==> src/rtl/norm_stream_pkg.sv <==
// Shared types and width helpers for the norm_stream pixel normaliser.
package norm_pkg;

  typedef enum logic [2:0] {
    ST_IDLE    = 3'd0,
    ST_CALC    = 3'd1,
    ST_WAIT_UP = 3'd2,
    ST_RUN     = 3'd3,
    ST_DRAIN   = 3'd4
  } norm_state_t;

  function automatic int coef_frac(input int pw);
    return 2 * pw;
  endfunction

  function automatic int coef_width(input int pw);
    return coef_frac(pw) + 1;
  endfunction

  // Right shift that turns pix*coef (COEF_FRAC fraction bits) into OUT_FRAC fraction bits.
  function automatic int round_shift(input int pw, input int fp_int);
    return coef_frac(pw) - (pw - fp_int);
  endfunction

endpackage

==> src/rtl/norm_stream_if.sv <==
// AXI-Stream style beat bundle (valid/ready/data/user/last) used on both sides of norm_stream.
interface norm_stream_if #(
  parameter int DATA_W = 40,
  parameter int USER_W = 2
) ();

  logic              tvalid;
  logic              tready;
  logic [DATA_W-1:0] tdata;
  logic [USER_W-1:0] tuser;
  logic              tlast;

  modport master (output tvalid, tdata, tuser, tlast, input tready);
  modport slave  (input tvalid, tdata, tuser, tlast, output tready);

endinterface

==> src/rtl/norm_stream_recip.sv <==
// Restoring serial divider: coef = floor(2^(Q_W-1) / den), one quotient bit per cycle.
module norm_recip
  import norm_pkg::*;
#(
  parameter int DEN_W = 10,
  parameter int Q_W   = coef_width(DEN_W)
) (
  input  logic             clk,
  input  logic             rst_n,
  input  logic             start,
  input  logic [DEN_W-1:0] den,
  output logic             busy,
  output logic             done,
  output logic [Q_W-1:0]   coef
);

  localparam int CNT_W = $clog2(Q_W);

  logic [CNT_W-1:0] cnt_q, cnt_d;
  logic             busy_q, busy_d;
  logic             done_q, done_d;
  logic             zero_q, zero_d;
  logic [DEN_W-1:0] den_q, den_d;
  logic [DEN_W-1:0] rem_q, rem_d;
  logic [Q_W-1:0]   quo_q, quo_d;
  logic [DEN_W:0]   trial;

  always_comb begin
    cnt_d  = cnt_q;
    busy_d = busy_q;
    done_d = 1'b0;
    zero_d = zero_q;
    den_d  = den_q;
    rem_d  = rem_q;
    quo_d  = quo_q;
    // The dividend is a single 1 in the MSB, so only the first step shifts in a 1.
    trial  = {rem_q, (cnt_q == '0)};
    if (start) begin
      den_d  = den;
      zero_d = (den == '0);
      rem_d  = '0;
      quo_d  = '0;
      cnt_d  = '0;
      busy_d = 1'b1;
    end else if (busy_q) begin
      if (trial >= {1'b0, den_q}) begin
        rem_d = DEN_W'(trial - {1'b0, den_q});
        quo_d = {quo_q[Q_W-2:0], 1'b1};
      end else begin
        rem_d = trial[DEN_W-1:0];
        quo_d = {quo_q[Q_W-2:0], 1'b0};
      end
      cnt_d = cnt_q + CNT_W'(1);
      if (cnt_q == CNT_W'(Q_W - 1)) begin
        busy_d = 1'b0;
        done_d = 1'b1;
      end
    end
  end

  always_ff @(posedge clk or negedge rst_n) begin
    if (!rst_n) begin
      cnt_q  <= '0;
      busy_q <= 1'b0;
      done_q <= 1'b0;
      zero_q <= 1'b0;
      den_q  <= '0;
      rem_q  <= '0;
      quo_q  <= '0;
    end else begin
      cnt_q  <= cnt_d;
      busy_q <= busy_d;
      done_q <= done_d;
      zero_q <= zero_d;
      den_q  <= den_d;
      rem_q  <= rem_d;
      quo_q  <= quo_d;
    end
  end

  assign busy = busy_q;
  assign done = done_q;
  assign coef = zero_q ? '1 : quo_q;

endmodule

==> src/rtl/norm_stream.sv <==
// Multi-lane pixel normaliser: out = round(pix / den) in fixed point, 2-stage backpressured pipe.
// Build option NORM_STREAM_SAT_EN: overflowing lanes clamp to full scale instead of wrapping.
module norm_stream
  import norm_pkg::*;
#(
  parameter int PIXEL_BIT_WIDTH = 10,
  parameter int FP_INT          = 5,
  parameter int NUM_LANES       = 4,
  parameter int USER_WIDTH      = 2
) (
  input  logic                       clk,
  input  logic                       s_axis_resetn,
  input  logic                       ap_start,
  input  logic                       cf_ap_done,
  output logic                       ap_ready,
  output logic                       ap_idle,
  output logic                       ap_done,
  input  logic [PIXEL_BIT_WIDTH-1:0] norm_denominator,
  norm_stream_if.slave               s_axis,
  norm_stream_if.master              m_axis,
  output logic                       ovf_sticky,
  output logic                       div_by_zero
);

  localparam int PW  = PIXEL_BIT_WIDTH;
  localparam int CW  = coef_width(PW);
  localparam int SH  = round_shift(PW, FP_INT);
  localparam int PRW = PW + CW;
  localparam int PSW = PRW + 1;
  localparam int RW  = PSW - SH;
  localparam int DW  = NUM_LANES * PW;
  localparam logic [PSW-1:0] RND = PSW'(1) << (SH - 1);

  norm_state_t state_q, state_d;

  logic                 cf_seen_q, cf_seen_d;
  logic                 ap_ready_q, ap_done_q, idle_q;
  logic                 ovf_q, ovf_d;
  logic                 dbz_q, dbz_d;
  logic                 rc_busy, rc_done;
  logic [CW-1:0]        rc_coef;
  logic                 accept;

  logic                 v1_q, v1_d;
  logic [NUM_LANES*PRW-1:0] prod_q, prod_d;
  logic [USER_WIDTH-1:0] user1_q;
  logic                 last1_q;

  logic                 v2_q, v2_d;
  logic [DW-1:0]        data2_q, lane_out;
  logic [USER_WIDTH-1:0] user2_q;
  logic                 last2_q;
  logic [NUM_LANES-1:0] lane_ovf;

  logic                 ld2, ld1_ok, s_rdy, s_acc, m_acc;

  assign accept = (state_q == ST_IDLE) && ap_start && !rc_busy;

  norm_recip #(
    .DEN_W (PW),
    .Q_W   (CW)
  ) u_recip (
    .clk   (clk),
    .rst_n (s_axis_resetn),
    .start (accept),
    .den   (norm_denominator),
    .busy  (rc_busy),
    .done  (rc_done),
    .coef  (rc_coef)
  );

  // A stage loads when empty or when its consumer drains it this cycle.
  assign m_acc  = v2_q && m_axis.tready;
  assign ld2    = v1_q && (!v2_q || m_axis.tready);
  assign ld1_ok = !v1_q || ld2;
  assign s_rdy  = (state_q == ST_RUN) && ld1_ok;
  assign s_acc  = s_rdy && s_axis.tvalid;

  for (genvar g = 0; g < NUM_LANES; g++) begin : g_lane
    logic [PSW-1:0] sum;
    logic [RW-1:0]  res;
    assign prod_d[g*PRW +: PRW] = PRW'(s_axis.tdata[g*PW +: PW]) * PRW'(rc_coef);
    assign sum                  = {1'b0, prod_q[g*PRW +: PRW]} + RND;
    assign res                  = RW'(sum >> SH);
    assign lane_ovf[g]          = |res[RW-1:PW];
`ifdef NORM_STREAM_SAT_EN
    assign lane_out[g*PW +: PW] = lane_ovf[g] ? '1 : res[PW-1:0];
`else
    assign lane_out[g*PW +: PW] = res[PW-1:0];
`endif
  end

  always_comb begin
    state_d = state_q;
    unique case (state_q)
      ST_IDLE:    if (accept)                    state_d = ST_CALC;
      ST_CALC:    if (rc_done)                   state_d = ST_WAIT_UP;
      ST_WAIT_UP: if (cf_seen_q)                 state_d = ST_RUN;
      ST_RUN:     if (s_acc && s_axis.tlast)     state_d = ST_DRAIN;
      ST_DRAIN:   if (m_acc && last2_q)          state_d = ST_IDLE;
      default:                                   state_d = ST_IDLE;
    endcase
  end

  always_comb begin
    cf_seen_d = cf_seen_q;
    ovf_d     = ovf_q;
    dbz_d     = dbz_q;
    v1_d      = v1_q;
    v2_d      = v2_q;
    // An accept restarts the job; a coincident cf_ap_done still counts for it.
    if (accept) begin
      cf_seen_d = cf_ap_done;
      ovf_d     = 1'b0;
      dbz_d     = (norm_denominator == '0);
    end else begin
      if (cf_ap_done)        cf_seen_d = 1'b1;
      if (ld2 && |lane_ovf)  ovf_d     = 1'b1;
    end
    if (s_acc)      v1_d = 1'b1;
    else if (ld2)   v1_d = 1'b0;
    if (ld2)        v2_d = 1'b1;
    else if (m_acc) v2_d = 1'b0;
  end

  always_ff @(posedge clk or negedge s_axis_resetn) begin
    if (!s_axis_resetn) begin
      state_q    <= ST_IDLE;
      cf_seen_q  <= 1'b0;
      ap_ready_q <= 1'b0;
      ap_done_q  <= 1'b0;
      idle_q     <= 1'b0;
      ovf_q      <= 1'b0;
      dbz_q      <= 1'b0;
      v1_q       <= 1'b0;
      prod_q     <= '0;
      user1_q    <= '0;
      last1_q    <= 1'b0;
      v2_q       <= 1'b0;
      data2_q    <= '0;
      user2_q    <= '0;
      last2_q    <= 1'b0;
    end else begin
      state_q    <= state_d;
      cf_seen_q  <= cf_seen_d;
      ap_ready_q <= accept;
      ap_done_q  <= (state_q == ST_DRAIN) && m_acc && last2_q;
      idle_q     <= (state_d == ST_IDLE);
      ovf_q      <= ovf_d;
      dbz_q      <= dbz_d;
      v1_q       <= v1_d;
      v2_q       <= v2_d;
      if (s_acc) begin
        prod_q  <= prod_d;
        user1_q <= s_axis.tuser;
        last1_q <= s_axis.tlast;
      end
      if (ld2) begin
        data2_q <= lane_out;
        user2_q <= user1_q;
        last2_q <= last1_q;
      end
    end
  end

  assign ap_ready      = ap_ready_q;
  assign ap_done       = ap_done_q;
  assign ap_idle       = idle_q;
  assign ovf_sticky    = ovf_q;
  assign div_by_zero   = dbz_q;
  assign s_axis.tready = s_rdy;
  assign m_axis.tvalid = v2_q;
  assign m_axis.tdata  = data2_q;
  assign m_axis.tuser  = user2_q;
  assign m_axis.tlast  = last2_q;

endmodule

==> src/flat_wrapper.sv <==
// flat-port wrapper written by rule: the top's interface ports become plain ports
module norm_stream_flat import norm_pkg::*;
#(
  parameter int PIXEL_BIT_WIDTH = 10,
  parameter int FP_INT          = 5,
  parameter int NUM_LANES       = 4,
  parameter int USER_WIDTH      = 2
)
  (clk, s_axis_resetn, ap_start, cf_ap_done, ap_ready, ap_idle, ap_done, norm_denominator, ovf_sticky, div_by_zero, s_axis_tvalid, s_axis_tdata, s_axis_tuser, s_axis_tlast, s_axis_tready, m_axis_tvalid, m_axis_tdata, m_axis_tuser, m_axis_tlast, m_axis_tready);
  norm_stream_if #(.DATA_W(((4) * (10))), .USER_W((2))) s_axis_i ();
  norm_stream_if #(.DATA_W(((4) * (10))), .USER_W((2))) m_axis_i ();
  input  logic clk;
  input  logic s_axis_resetn;
  input  logic ap_start;
  input  logic cf_ap_done;
  output logic ap_ready;
  output logic ap_idle;
  output logic ap_done;
  input  logic [PIXEL_BIT_WIDTH-1:0] norm_denominator;
  output logic ovf_sticky;
  output logic div_by_zero;
  input wire logic [$bits(s_axis_i.tvalid)-1:0] s_axis_tvalid;
  input wire logic [$bits(s_axis_i.tdata)-1:0] s_axis_tdata;
  input wire logic [$bits(s_axis_i.tuser)-1:0] s_axis_tuser;
  input wire logic [$bits(s_axis_i.tlast)-1:0] s_axis_tlast;
  output wire logic [$bits(s_axis_i.tready)-1:0] s_axis_tready;
  output wire logic [$bits(m_axis_i.tvalid)-1:0] m_axis_tvalid;
  output wire logic [$bits(m_axis_i.tdata)-1:0] m_axis_tdata;
  output wire logic [$bits(m_axis_i.tuser)-1:0] m_axis_tuser;
  output wire logic [$bits(m_axis_i.tlast)-1:0] m_axis_tlast;
  input wire logic [$bits(m_axis_i.tready)-1:0] m_axis_tready;
  assign s_axis_i.tvalid = s_axis_tvalid;
  assign s_axis_i.tdata = s_axis_tdata;
  assign s_axis_i.tuser = s_axis_tuser;
  assign s_axis_i.tlast = s_axis_tlast;
  assign s_axis_tready = s_axis_i.tready;
  assign m_axis_tvalid = m_axis_i.tvalid;
  assign m_axis_tdata = m_axis_i.tdata;
  assign m_axis_tuser = m_axis_i.tuser;
  assign m_axis_tlast = m_axis_i.tlast;
  assign m_axis_i.tready = m_axis_tready;
  norm_stream #(.PIXEL_BIT_WIDTH(PIXEL_BIT_WIDTH), .FP_INT(FP_INT), .NUM_LANES(NUM_LANES), .USER_WIDTH(USER_WIDTH)) u_core (.clk(clk), .s_axis_resetn(s_axis_resetn), .ap_start(ap_start), .cf_ap_done(cf_ap_done), .ap_ready(ap_ready), .ap_idle(ap_idle), .ap_done(ap_done), .norm_denominator(norm_denominator), .s_axis(s_axis_i), .m_axis(m_axis_i), .ovf_sticky(ovf_sticky), .div_by_zero(div_by_zero));
endmodule
==> config.mk <==
export PLATFORM = sky130hd
export DESIGN_NAME = norm_stream_flat
export DESIGN_NICKNAME = d
export VERILOG_FILES = /design/src/rtl/norm_stream_pkg.sv /design/src/rtl/norm_stream_if.sv /design/src/rtl/norm_stream_recip.sv /design/src/rtl/norm_stream.sv /design/src/flat_wrapper.sv
export SDC_FILE = /design/constraint.sdc
export NUM_CORES = 2
export LEC_CHECK = 0
export CORE_MARGIN = 10
export CORE_UTILIZATION = 35
export DETAILED_ROUTE_END_ITERATION = 10
export DONT_BUFFER_PORTS = 1
export PLACE_DENSITY = 0.6
export SYNTH_ARGS = -nofsm -noshare
export SYNTH_HDL_FRONTEND = slang
export SYNTH_SLANG_ARGS = --single-unit
==> constraint.sdc <==
create_clock -name clk -period 8.2 [get_ports clk]
set_input_delay 1.23 -clock clk [delete_from_list [all_inputs] [get_ports clk]]
set_output_delay 1.23 -clock clk [all_outputs]
set_load 0.01 [all_outputs]
-- Word level (Yosys, flattened, before mapping)
Cells that the tools add are included.
- register bits after elaboration: 229
- bits in latches: 0
- memory bits (writable): 0
- bits in read-only memories: 0
- word-level logic and storage cells: 92
- memories: 0
- $add $sub $neg: 6
- multiply operators: 4
- div/mod/pow operators: 0
- $lt $le $gt $ge: 1
- equality and inequality tests: 5
- shifts and indexed selects: 0
- multiplexer cells: 29
- bitwise gates (word level): 0
- reductions and logical operators: 26
- operators by type and width (operator ; number):
    $add A31 B15 Y32 const B ; 4
    $mul A10 B21 Y31 ; 4
    $mux W21 ; 3
    $mux W10 ; 3
    $reduce_or A28 Y1 ; 1
    $mux W1 ; 15
    $mux W3 ; 5
    $pmux W3 S5 ; 1
    $ge A11 B10 Y1 ; 1
    $logic_and A1 B1 Y1 ; 11
    $logic_not A10 Y1 ; 1
    $mux W5 ; 2
    $reduce_bool A2 Y1 ; 5
    $sub A10 B10 Y10 ; 1
    $eq A3 B2 Y1 const B ; 2
    $logic_not A3 Y1 ; 2
    $add A5 B1 Y5 const B ; 1
    $eq A5 B5 Y1 const B ; 1
    $logic_not A5 Y1 ; 1
    $eq A3 B1 Y1 const B ; 1
    $eq A3 B3 Y1 const B ; 1
    $logic_not A1 Y1 ; 3
    $logic_or A1 B1 Y1 ; 2

-- Depth between registers and ports, before layout
- depth in word-level cells: 10
- mapped depth: 25
- depth with buffers taken out: 22

-- Hierarchy
From an unflattened synthesis, not the netlist that was laid out.
- cell total of the unflattened synthesis: 3643
- area total of the unflattened synthesis: 32696.4 µm²
- by module, submodules not included (module ; times used ; cells an instance ; area each (µm²) ; seq. area each (µm²)):
    norm_stream ; 1 ; 3353 ; 29937.5 ; 3128.0
    norm_recip ; 1 ; 290 ; 2758.9 ; 1226.2

-- Worst setup path after synthesis
OpenSTA, ideal clock, no wires.
- path kind: input to register
- start: in s_axis_tdata[11]
- end: reg u_core.prod_q[61]
- arrival: 6404 ps
- required time: 8131 ps
- setup slack: 1727 ps
- cell stages on the path: 22
- cells stage by stage: clkbuf_1 -> nand2_1 -> fa_1 -> inv_1 -> fa_1 -> inv_1 -> fa_1 -> inv_1 -> fa_1 -> inv_1 -> fa_1 -> inv_1 -> ha_1 -> and4_1 -> o2111ai_1 -> o21ai_1 -> o41a_1 -> a21o_1 -> a211o_1 -> a31o_1 -> a311o_1 -> nand3_1
- word-level cells in the longest chain between the ends: 1
- ends and longest elaborated chain (element ; RTL line ; source):
    start: declaration ; flat_wrapper.sv:23 ; input wire logic [$bits(s_axis_i.tdata)-1:0] s_axis_tdata;
    $mul A10 B21 Y31 ; norm_stream.sv:82 ; assign prod_d[g*PRW +: PRW] = PRW'(s_axis.tdata[g*PW +: PW]) * PRW'(rc_coef);
    end signal: assignment ; norm_stream.sv:154 ; prod_q <= prod_d;
    end: declaration ; norm_stream.sv:45 ; logic [NUM_LANES*PRW-1:0] prod_q, prod_d;
Every way passes these cells.
A chain may end at the register's enable or synchronous reset.

==> metrics <==
fin crit period 7.37 ns; initial core utilization 35.2%; adder-cell share of the synthesized area 47.0%; DR WL/cell 16.7 um; Max-Cap Viols 0; H-tree levels 4; CTS Buffer Depth 2; layout cells sized above 1 3.03%; post-DP HPWL a little over 60 mm; WP data arrival around 7.8 ns; setup TNS 0 ns; Clock Sinks 173; CP Launch Type flop; period utilisation layout 89.9%; Worst setup EP type flop; mapped cell area 32700 sq um; CTS tree yes; Routed WL approximately 79 mm; Post-Layout Cell Count 4751; Mapped Cells 3642; Post-Synth XOR/XNOR Area roughly 3.2%; CP Data Required Time between 8 and 9 ns; delay-heaviest family, CP adder cells; unrepaired setup endpoints after global routing false; Port Buffers 0; Ys Warns 0; Post-synth EDFFs 0; CP startpoint u_core.div_by_zero; Max Freq 0.136 GHz; hold bufs inserted after CTS 0; most used flip-flop cell after synthesis dfrtp_1; max-slew violation count 0; final setup fails 0; ys async rst share 100%; RR Startpoint u_core.div_by_zero; filler cell count 9372; DRT Pass-1 Iters 5; largest family of logic cells by synthesized area adder cells; gpl congestion 0.820; I/O pin count 109; outcome finished, final reports clean; Post-Syn Area per Cell 8.97 sq um; placed inst area 33700 sq um; clock buffer count from CTS 17; via count between 20000 and 25000; mux share of post-synthesis cell area 0.708%; crit path kind flop to flop; clock slew at reported path FFs 0.08 ns; storage element area 4330 sq um; simple-gate share of the synthesized area 18.8%; multi-input logic area 25200 sq um; post-CTS setup buffers 0; total gr overflow 0; Clock Tree Root clkbuf_16; CP peak stage delay 0.88 ns; sequential share of the synthesized area approximately an eighth; vias in the first global route 24700; worst-path cell chain or2_2 -> nand2_1 -> fa_1 -> inv_1 -> fa_1 -> fa_1 -> fa_1 -> inv_1 -> fa_1 -> inv_1 -> ha_1 -> a21oi_1 -> o21ai_0 -> o221ai_1 -> o21ai_0 -> o221ai_1 -> a21oi_1 -> nor3_1 -> or4_1 -> nand3_1; syn_nets 4570; Synth cell types 66; Clock Skew 0.0162 ns; largest net degree at the start of global routing approximately 170; Compound-Gate Fraction of Synth Area 7.44%; antenna viol nets, final 0; initial antenna violation count 3; first-pass GRT wire length 134 mm; GRT Util Overall 15.5%; Final Hold Viols 0; Hold Path Class input pin to async pin; Top cell by count, worst path fa_1; crit path max fanout 33; nets@finish 4409; First DRT Iteration DRCs about 1300; Die ar. around 110000 sq um; clock insertion delay at the later pin of the skew report between 0.4 and 0.5 ns; Placeable Area 92900 sq um; Inst Count DP between 4000 and 5000; DRC viols 0; Worst-Margin Slew 1.04 ns; PostCTS Resize Cnt 0; Cell Rows 112; slowest stage cell, crit path dfrtp_1; #FFs+latches synth about 170; slew margin rel. 30.7%; Die Y-Extent roughly 330 um; Die W between 300 and 400 um; WP buf/inv 3; area grow syn2layout 4.90%; drt via density 4.89; final instance area 34300 sq um
## metrics by stage
step | util, % | hold WS (ns) | worst slack, ns
after global routing | 36.9 | 0.397 | 0.344
final | 36.9 | 0.446 | 0.829
after CTS | 36.9 | 0.389 | 0.822
after global placement | 36.3 | 0.457 | 0.948
after detailed placement | 36.3 | 0.461 | 0.866
after floorplan | - | 0.442 | 1.73
## flip-flops by register name, indices dropped and copies added (netlist names), 2 cells and up
name / flops
u_core.m_axis.tuser: 2
u_core.u_recip.rem_q: 10
u_core.m_axis.tdata: 40
u_core.u_recip.den_q: 10
u_core.u_recip.quo_q: 21
u_core.u_recip.cnt_q: 5
u_core.prod_q: 68
u_core.user1_q: 2
u_core.state_q: 3
## cell usage in the layout, fill, tap and decap left out, drive strengths merged, types with 50 or more instances in the layout
| master | count |
|---|---|
| inv | 633 |
| fa | 597 |
| nand2 | 588 |
| and2 | 417 |
| ha | 272 |
| dfrtp | 173 |
| o21ai | 145 |
| a21oi | 70 |
| xnor2 | 61 |
| xor2 | 57 |
| nor2 | 50 |
## logic make-up (layout without fill, tap and decap cells)
logic type,count (synthesis),count (layout)
AO/OA/AOI/OAI,383,383
other,0,3
flip-flops,173,173
AND/OR/NAND/NOR,1243,1243
adder cells (fa/ha/maj),869,869
buffers and inverters,835,687
multiplexers,21,21
XOR/XNOR,118,118
## layout make-up
| type | count | area share [%] |
|---|---|---|
| clock buffer | 20 | 1.30 |
| tap | 1254 | 4.58 |
| clock inverter | 12 | 0.380 |
| multi-input combinational | 2634 | 73.6 |
| timing repair buffer | 26 | 0.606 |
| antenna | 3 | 0.0219 |
| inverter | 629 | 6.89 |
| sequential | 173 | 12.6 |
## path summary, 6_finish.rpt
kind                                     endpoint  slack, ns  depth (start not counted)
setup / recovery                u_core.prod_q[92]       0.83                         20
hold / removal             u_core.m_axis.tuser[1]       0.45                          0
setup reg to reg                u_core.prod_q[92]       0.83                         20
hold reg to reg                 u_core.user1_q[1]       0.47                          2
max in group asynchronous  u_core.m_axis.tdata[2]       7.52                          0
min in group clk                u_core.user1_q[1]       0.47                          2
## worst reg2reg max path: stages, from the launching register on
cell and delay (ns):
dfrtp_1 0.88, or2_2 0.75, nand2_1 0.21, fa_1 0.57, inv_1 0.05, fa_1 0.48
fa_1 0.51, fa_1 0.49, inv_1 0.05, fa_1 0.47, inv_1 0.04, ha_1 0.28
a21oi_1 0.09, o21ai_0 0.18, o221ai_1 0.12, o21ai_0 0.72, o221ai_1 0.42, a21oi_1 0.35
nor3_1 0.11, or4_1 0.47, nand3_1 0.09
## metal layers
metal / part of all wire, % / up-vias / global-route usage (%)
li1: - / 10800 / -
met1: 46 / 12000 / 21.4
met2: 47 / 398 / 25.3
met3: 5.3 / 40 / 2.96
met4: 1.5 / 0 / 3.11
met5: 0 / - / 0
## cells in the mapped netlist, types with 17 or more instances
master | instances | area share [%]
inv_1 | 629 | 7.2
fa_1 | 597 | 37
nand2_1 | 588 | 6.8
and2_1 | 416 | 8.0
ha_1 | 272 | 10
clkbuf_1 | 202 | 2.3
dfrtp_1 | 173 | 13
o21ai_0 | 144 | 2.2
a21oi_1 | 70 | 1.1
xnor2_1 | 61 | 1.6
xor2_1 | 57 | 1.5
nor2_1 | 50 | 0.57
nand3_1 | 46 | 0.70
a21o_1 | 44 | 1.0
a22o_1 | 34 | 0.91
or2_2 | 24 | 0.46
and3_1 | 23 | 0.44
nand4_1 | 23 | 0.44
mux2_2 | 17 | 0.59
Power is not shown: default switching activity piles up to over one toggle a cycle in this logic, so the estimate is an artifact.
